**src/rtl/tnn_popcount_sched.sv**
```systemverilog
// tnn_popcount_sched: time-multiplexes one shared 27-input popcount unit
// over the positive and negative weight chunks of a ternary neuron,
// accumulates (pos - neg) and thresholds the result.
module tnn_popcount_sched #(
  parameter int unsigned CHUNKS = 4,
  parameter int unsigned ACC_W  = 9
) (
  input  logic                    clk,
  input  logic                    rst,
  input  logic                    in_valid,
  output logic                    in_ready,
  input  logic [27*CHUNKS-1:0]    in_pos,
  input  logic [27*CHUNKS-1:0]    in_neg,
  input  logic signed [ACC_W-1:0] in_thr,
  output logic [26:0]             pc_in,
  input  logic [4:0]              pc_out,
  output logic                    out_valid,
  input  logic                    out_ready,
  output logic signed [ACC_W-1:0] out_sum,
  output logic                    out_act,
  output logic                    busy
);

  localparam int unsigned FW    = 27 * CHUNKS;
  localparam int unsigned IDX_W = (CHUNKS > 1) ? $clog2(CHUNKS) : 1;
  localparam logic [IDX_W-1:0] IDX_LAST = IDX_W'(CHUNKS - 1);

  typedef enum logic [1:0] {IDLE, POS, NEG, DONE} state_t;

  state_t                  state_q, state_d;
  logic [IDX_W-1:0]        idx_q, idx_d;
  logic signed [ACC_W-1:0] acc_q, acc_d;
  logic [FW-1:0]           pos_q, pos_d;
  logic [FW-1:0]           neg_q, neg_d;
  logic signed [ACC_W-1:0] thr_q, thr_d;
  logic signed [ACC_W-1:0] sum_q, sum_d;
  logic                    act_q, act_d;

  logic [26:0]             pos_chunk, neg_chunk;
  logic signed [ACC_W-1:0] pc_ext;

  // Popcount result is an opaque unsigned 0..31, zero-extended into the accumulator.
  assign pc_ext = {{(ACC_W-5){1'b0}}, pc_out};

  assign busy    = (state_q != IDLE);
  assign out_sum = sum_q;
  assign out_act = act_q;

  // Select the current 27-bit chunk of the latched pos/neg masks.
  always_comb begin
    pos_chunk = '0;
    neg_chunk = '0;
    for (int unsigned k = 0; k < CHUNKS; k++) begin
      if (idx_q == IDX_W'(k)) begin
        pos_chunk = pos_q[27*k +: 27];
        neg_chunk = neg_q[27*k +: 27];
      end
    end
  end

  // Next-state, datapath updates and handshake outputs.
  always_comb begin
    state_d   = state_q;
    idx_d     = idx_q;
    acc_d     = acc_q;
    pos_d     = pos_q;
    neg_d     = neg_q;
    thr_d     = thr_q;
    sum_d     = sum_q;
    act_d     = act_q;
    pc_in     = '0;
    in_ready  = 1'b0;
    out_valid = 1'b0;
    case (state_q)
      IDLE: begin
        in_ready = 1'b1;
        if (in_valid) begin
          pos_d   = in_pos;
          neg_d   = in_neg;
          thr_d   = in_thr;
          idx_d   = '0;
          acc_d   = '0;
          state_d = POS;
        end
      end
      POS: begin
        pc_in = pos_chunk;
        acc_d = acc_q + pc_ext;
        if (idx_q == IDX_LAST) begin
          idx_d   = '0;
          state_d = NEG;
        end else begin
          idx_d = idx_q + 1'b1;
        end
      end
      NEG: begin
        pc_in = neg_chunk;
        acc_d = acc_q - pc_ext;
        if (idx_q == IDX_LAST) begin
          sum_d   = acc_d;
          act_d   = (acc_d >= thr_q);
          state_d = DONE;
        end else begin
          idx_d = idx_q + 1'b1;
        end
      end
      DONE: begin
        out_valid = 1'b1;
        if (out_ready) state_d = IDLE;
      end
      default: state_d = IDLE;
    endcase
  end

  // FSM state register.
  always_ff @(posedge clk or posedge rst) begin
    if (rst) state_q <= IDLE;
    else     state_q <= state_d;
  end

  // Datapath registers; reset aborts any job in flight.
  always_ff @(posedge clk or posedge rst) begin
    if (rst) begin
      idx_q <= '0;
      acc_q <= '0;
      pos_q <= '0;
      neg_q <= '0;
      thr_q <= '0;
      sum_q <= '0;
      act_q <= 1'b0;
    end else begin
      idx_q <= idx_d;
      acc_q <= acc_d;
      pos_q <= pos_d;
      neg_q <= neg_d;
      thr_q <= thr_d;
      sum_q <= sum_d;
      act_q <= act_d;
    end
  end

endmodule

```
**config.mk**
```make
export PLATFORM = sky130hd
export DESIGN_NAME = tnn_popcount_sched
export DESIGN_NICKNAME = d
export VERILOG_FILES = /design/src/rtl/tnn_popcount_sched.sv
export SDC_FILE = /design/constraint.sdc
export NUM_CORES = 1
export LEC_CHECK = 0
export ABC_CLOCK_PERIOD_IN_PS = 8900
export BUFFER_PORTS_ARGS = -buffer_cell sky130_fd_sc_hd__buf_2
export CAP_MARGIN = 10
export CORE_MARGIN = 3
export CORE_UTILIZATION = 55
export CTS_BUF_LIST = sky130_fd_sc_hd__clkbuf_4 sky130_fd_sc_hd__clkbuf_8
export DETAILED_ROUTE_END_ITERATION = 8
export GPL_TIMING_DRIVEN = 1
export PLACE_DENSITY = 0.9
export SKIP_LAST_GASP = 1
export SLEW_MARGIN = 30
export SYNTH_ARGS = -nofsm -noshare
export SYNTH_HDL_FRONTEND = slang
export SYNTH_SLANG_ARGS = --single-unit
```
**constraint.sdc**
```tcl
create_clock -name clk -period 8.9 [get_ports clk]
set_input_delay 0.445 -clock clk [delete_from_list [all_inputs] [get_ports clk]]
set_output_delay 0.445 -clock clk [all_outputs]
set_load 0.05 [all_outputs]
```
* Word-level counts from Yosys, hierarchy flattened
Index checks and enable logic that the tools add are counted. W data, S select, Z words.
Word-level totals: register bits after elaboration 248, input bits 234, output and inout bits 40, logic and storage cells 54
Operators by class: add/subtract/negate cells 3, order comparisons 1, equality and inequality tests 11, mux-type cells 22, reduce and logical (&&, ||, !) cells 9
Operators with widths (number):
- $mux W27 | 8
- $pmux W27 S2 | 1
- $pmux W9 S3 | 1
- $mux W2 | 7
- $ne A2 B2 Y1 const B | 5
- $add A9 B6 Y9 | 1
- $ge A9 B9 Y1 | 1
- $mux W9 | 1
- $sub A9 B6 Y9 | 1
- $eq A2 B2 Y1 const B | 4
- $pmux W2 S4 | 1
- $pmux W2 S3 | 1
- $reduce_and A2 Y1 | 3
- $eq A2 B1 Y1 const B | 2
- $logic_not A2 Y1 | 2
- $reduce_and A4 Y1 | 1
- $reduce_and A3 Y1 | 1
- $reduce_bool A3 Y1 | 1
- $add A2 B1 Y2 const B | 1
- $mux W1 | 2
- $reduce_bool A2 Y1 | 1

* Longest topological paths before layout
word-level depth 6, gate-level depth with buffers 13, depth with buffers taken out 13

* Least setup slack after synthesis
No wires, ideal clock.
path kind input -> register, start input port pc_out[1], end register act_q (netlist: out_act), library setup time 0.082 ns, arrival time 2.687 ns, required time 8.818 ns, slack 6.132 ns, stages on the path 10, buffers on the path 0, cells stage by stage inv_1 -> ha_1 -> nor2b_1 -> o2111a_1 -> or4b_4 -> xnor2_2 -> ha_1 -> nand4_1 -> or3_1 -> a31oi_1
On the way: longest elaborated chain between the ends 2
RTL lines:
- start, declared | line 16 | input logic [4:0] pc_out,
- $sub A9 B6 Y9 | line 98 | acc_d = acc_q - pc_ext;
- $ge A9 B9 Y1 | line 101 | act_d = (acc_d >= thr_q);
- end signal, assigned | line 138 | act_q <= act_d;
- end, declared | line 37 | logic act_q, act_d;
No other way between the ends. A chain may end at the register's enable or synchronous reset.

* Worst setup path in the final report
start register idx_q[0], end output port pc_in[16]
On the way: longest elaborated chain between the ends 6, elaborated cells on any way between the ends 13, those cells by class eq/ne: 3; mux: 9; reduce/logical: 1
RTL lines:
- start, declared | line 31 | logic [IDX_W-1:0] idx_q, idx_d;
- start signal, assigned | line 132 | idx_q <= idx_d;
- $logic_not A2 Y1 | line 54 | if (idx_q == IDX_W'(k)) begin
- $mux W27 (4 in series) | line 54
- $pmux W27 S2 (*) | line 74 | case (state_q)
- end, declared | line 15 | output logic [26:0] pc_in,
Mark *: on every way between the ends. The rest lies on a longest branch, timed or not.

==> results.tsv <==
metric	value	unit
clk_pin_slew_worst_paths	60	ps
grt_max_degree	90	
die_y	156.2	um
cts_resized	0	
slew_viol_final	0	
multi_input_area	5613	um^2
cp-start-kind	flop	
power_switching	2505	uW
grt_pass1_wl	55.46	mm
clock_latency	550	ps
clock_skew	24.20	ps
via_per_inst	5.910	
numPortBuffers	273	
syn_inst	1116	
ant_nets	0	
die_w	156.2	um
dp_slack	5446	ps
cts_root_buffer	clkbuf_8	
p_int	3627	uW
fmax	0.2436	GHz
crit_arrival	3660	ps
cts_made_buffers	43	
seq_area	6206	um^2
nets	1627	
clk_path_buf_depth	3	
finalCritPeriodShare	0.4612	
dp.cells	1599	
cts_tree	done	
grt_pass1_vias	10350	
cp.buffers_inverters	3	
place_congestion	0.9485	
seqPwrFrac	0.336	
layout_setup_ws	4795	ps
cp_slowest_stage_delay	630	ps
diodes	0	
worst_pin_slew	874.4	ps
crit_chain	inv_1 > ha_4 > buf_4 > a221oi_1 > o31ai_1 > nand2_1 > a21oi_1 > buf_2	
yosysSeqAreaShare	0.5002	
synthesis.area	12410	um^2
run_status	finished, final reports clean	
dominantRegCellSynth	dfrtp_1	
rsz0062_at_grt	false	
io-pin-count	274	
crit_path_end_kind	primary output	
critPathSlowestCell	buf_4	
finalHoldViolations	0	
critical_path.top_delay_family	buffers and inverters	
worstPathRequired	8460	ps
htreeDepth	2	
area_growth	20.46	%
setup_violations	0	
fillers	1590	
hpwl	24.57	mm
crit_type	reg2out	
drt_wl_total	35.78	mm
overflow	0	
rows	54	
post-route-min-period	4105	ps
drive_gt1_frac	0.4289	
final_util	0.6785	
firstDrtPassIters	5	
relSlewSlack	0.4171	
synth_warnings	0	
synth_nets	1379	
vias	9882	
min_path_type	in2async	
die_area	24400	um^2
fin_hold_ws	17.47	ps
fin_cells	1672	
power_frac_comb	0.476	
drtIter0Drc	712	
swShare	0.4086	
p_leak	0.007157	uW
synth_edf_count	0	
irDropWorstVdd	0.3096	mV
crit_path_max_fanout	59	
start_util	0.5633	
finalSetupTns	0	ps
cts_num_sinks	248	
post_cts.repair.setup_buffers	0	
synth.avg_cell_area	11.12	um^2
core	22030	um^2
power.share.clock	0.187	
hold_buffers	0	
async_reset_ff_frac	1.000	
route.detailed.drc	0	
antenna_found_initial	4	
drv_cap	0	
avgRoutedWirePerCell	21.40	um
power.density	410.3	nW/um^2
grtUsageTotal	0.2904	
yosys_register_bits	248	
synth_cell_type_count	51	
-- cells by family (layout without fill, tap and decap cells) --
group	count (synthesis)	count (layout)	synth area share
AO/OA/AOI/OAI	282	282	0.1441
XOR/XNOR	9	9	0.006959
adder cells (fa/ha/maj)	29	29	0.03046
buffers and inverters	160	436	0.05123
flip-flops	248	248	0.5002
multiplexers	232	232	0.2104
AND/OR/NAND/NOR	156	156	0.05668
-- worst paths after layout --
path | from | end | slack, ps | depth (start not counted)
max | idx_q[0] | pc_in[16] | 4790 | 8
min | rst | neg_q[103] | 20 | 2
max reg2reg | acc_q[0] | out_act | 5870 | 12
min reg2reg | out_sum[2] | out_sum[2] | 480 | 2
max in group asynchronous | rst | neg_q[22] | 7690 | 4
min in group clk | in_neg[7] | neg_q[7] | 120 | 2
-- cells in the mapped netlist, types with 5 or more instances --
| cell | n | area (um^2) |
|---|---|---|
| ha_1 | 27 | 337.8 |
| nand2_1 | 79 | 296.5 |
| dfrtp_1 | 248 | 6206 |
| nor2_1 | 33 | 123.9 |
| mux2_2 | 229 | 2579 |
| buf_1 | 9 | 33.78 |
| a22o_1 | 42 | 367.9 |
| nand2b_1 | 13 | 81.33 |
| inv_1 | 77 | 289.0 |
| o31ai_1 | 10 | 75.07 |
| o21ai_0 | 55 | 275.3 |
| nor2b_1 | 13 | 81.33 |
| clkbuf_1 | 48 | 180.2 |
| buf_2 | 24 | 120.1 |
| a21oi_1 | 110 | 550.5 |
| a22oi_1 | 29 | 217.7 |
| nor4_1 | 5 | 31.28 |
| a221oi_1 | 9 | 78.83 |
| xnor2_1 | 6 | 52.55 |
-- stage by stage --
step / power (uW) / cell area [um^2]
global route: 6498 / 14950
finish: 6132 / 14950
global placement: 4803 / 13910
detailed placement: 4948 / 13990
floorplan: 4133 / 12410
CTS: 6127 / 14940
-- cell usage in the layout (no fill, tap or decap), types with 5 or more instances in the layout --
cell type / netlist / layout
buf_2: 24 / 273
dfrtp_1: 248 / 248
mux2_2: 229 / 229
a21oi_1: 110 / 110
nand2_1: 79 / 78
inv_1: 77 / 76
o21ai_0: 55 / 55
clkbuf_8: 0 / 54
a22o_1: 42 / 42
nor2_1: 33 / 33
a22oi_1: 29 / 29
ha_1: 27 / 23
clkbuf_4: 0 / 14
nand2b_1: 13 / 13
nor2b_1: 13 / 13
o31ai_1: 10 / 10
a221oi_1: 9 / 9
buf_4: 1 / 8
xnor2_1: 6 / 6
nor4_1: 5 / 5
-- flip-flops by register name (all words and copies together) (netlist names) --
| signal | count |
|---|---|
| pos_q | 108 |
| state_q | 2 |
| out_act | 1 |
| out_sum | 9 |
| thr_q | 9 |
| idx_q | 2 |
| neg_q | 108 |
| acc_q | 9 |
-- power groups by stage --
stage               registers [uW]  logic [uW]  clock network [uW]
floorplan                     2010        2130                   0
global placement              2030        2770                   0
detailed placement            2060        2890                   0
CTS                           2050        2910                1160
global route                  2120        3160                1220
finish                        2060        2920                1150
-- metal layers --
layer / up-vias / routed length [um] / track usage
li1: 4432 / - / -
met1: 4842 / 13340 / 0.3426
met2: 489 / 17990 / 0.5093
met3: 111 / 2898 / 0.07157
met4: 8 / 1500 / 0.1192
met5: - / 45 / 0
-- final cells by class --
class / instances / share of cell area
Inverter: 77 / 0.01984
Timing Repair Buffer: 286 / 0.1020
Clock inverter: 5 / 0.007200
Multi-Input combinational cell: 708 / 0.3756
Tap cell: 280 / 0.02344
Clock buffer: 68 / 0.05676
Sequential cell: 248 / 0.4152
Note: power is estimated with default switching activity, not from simulation.
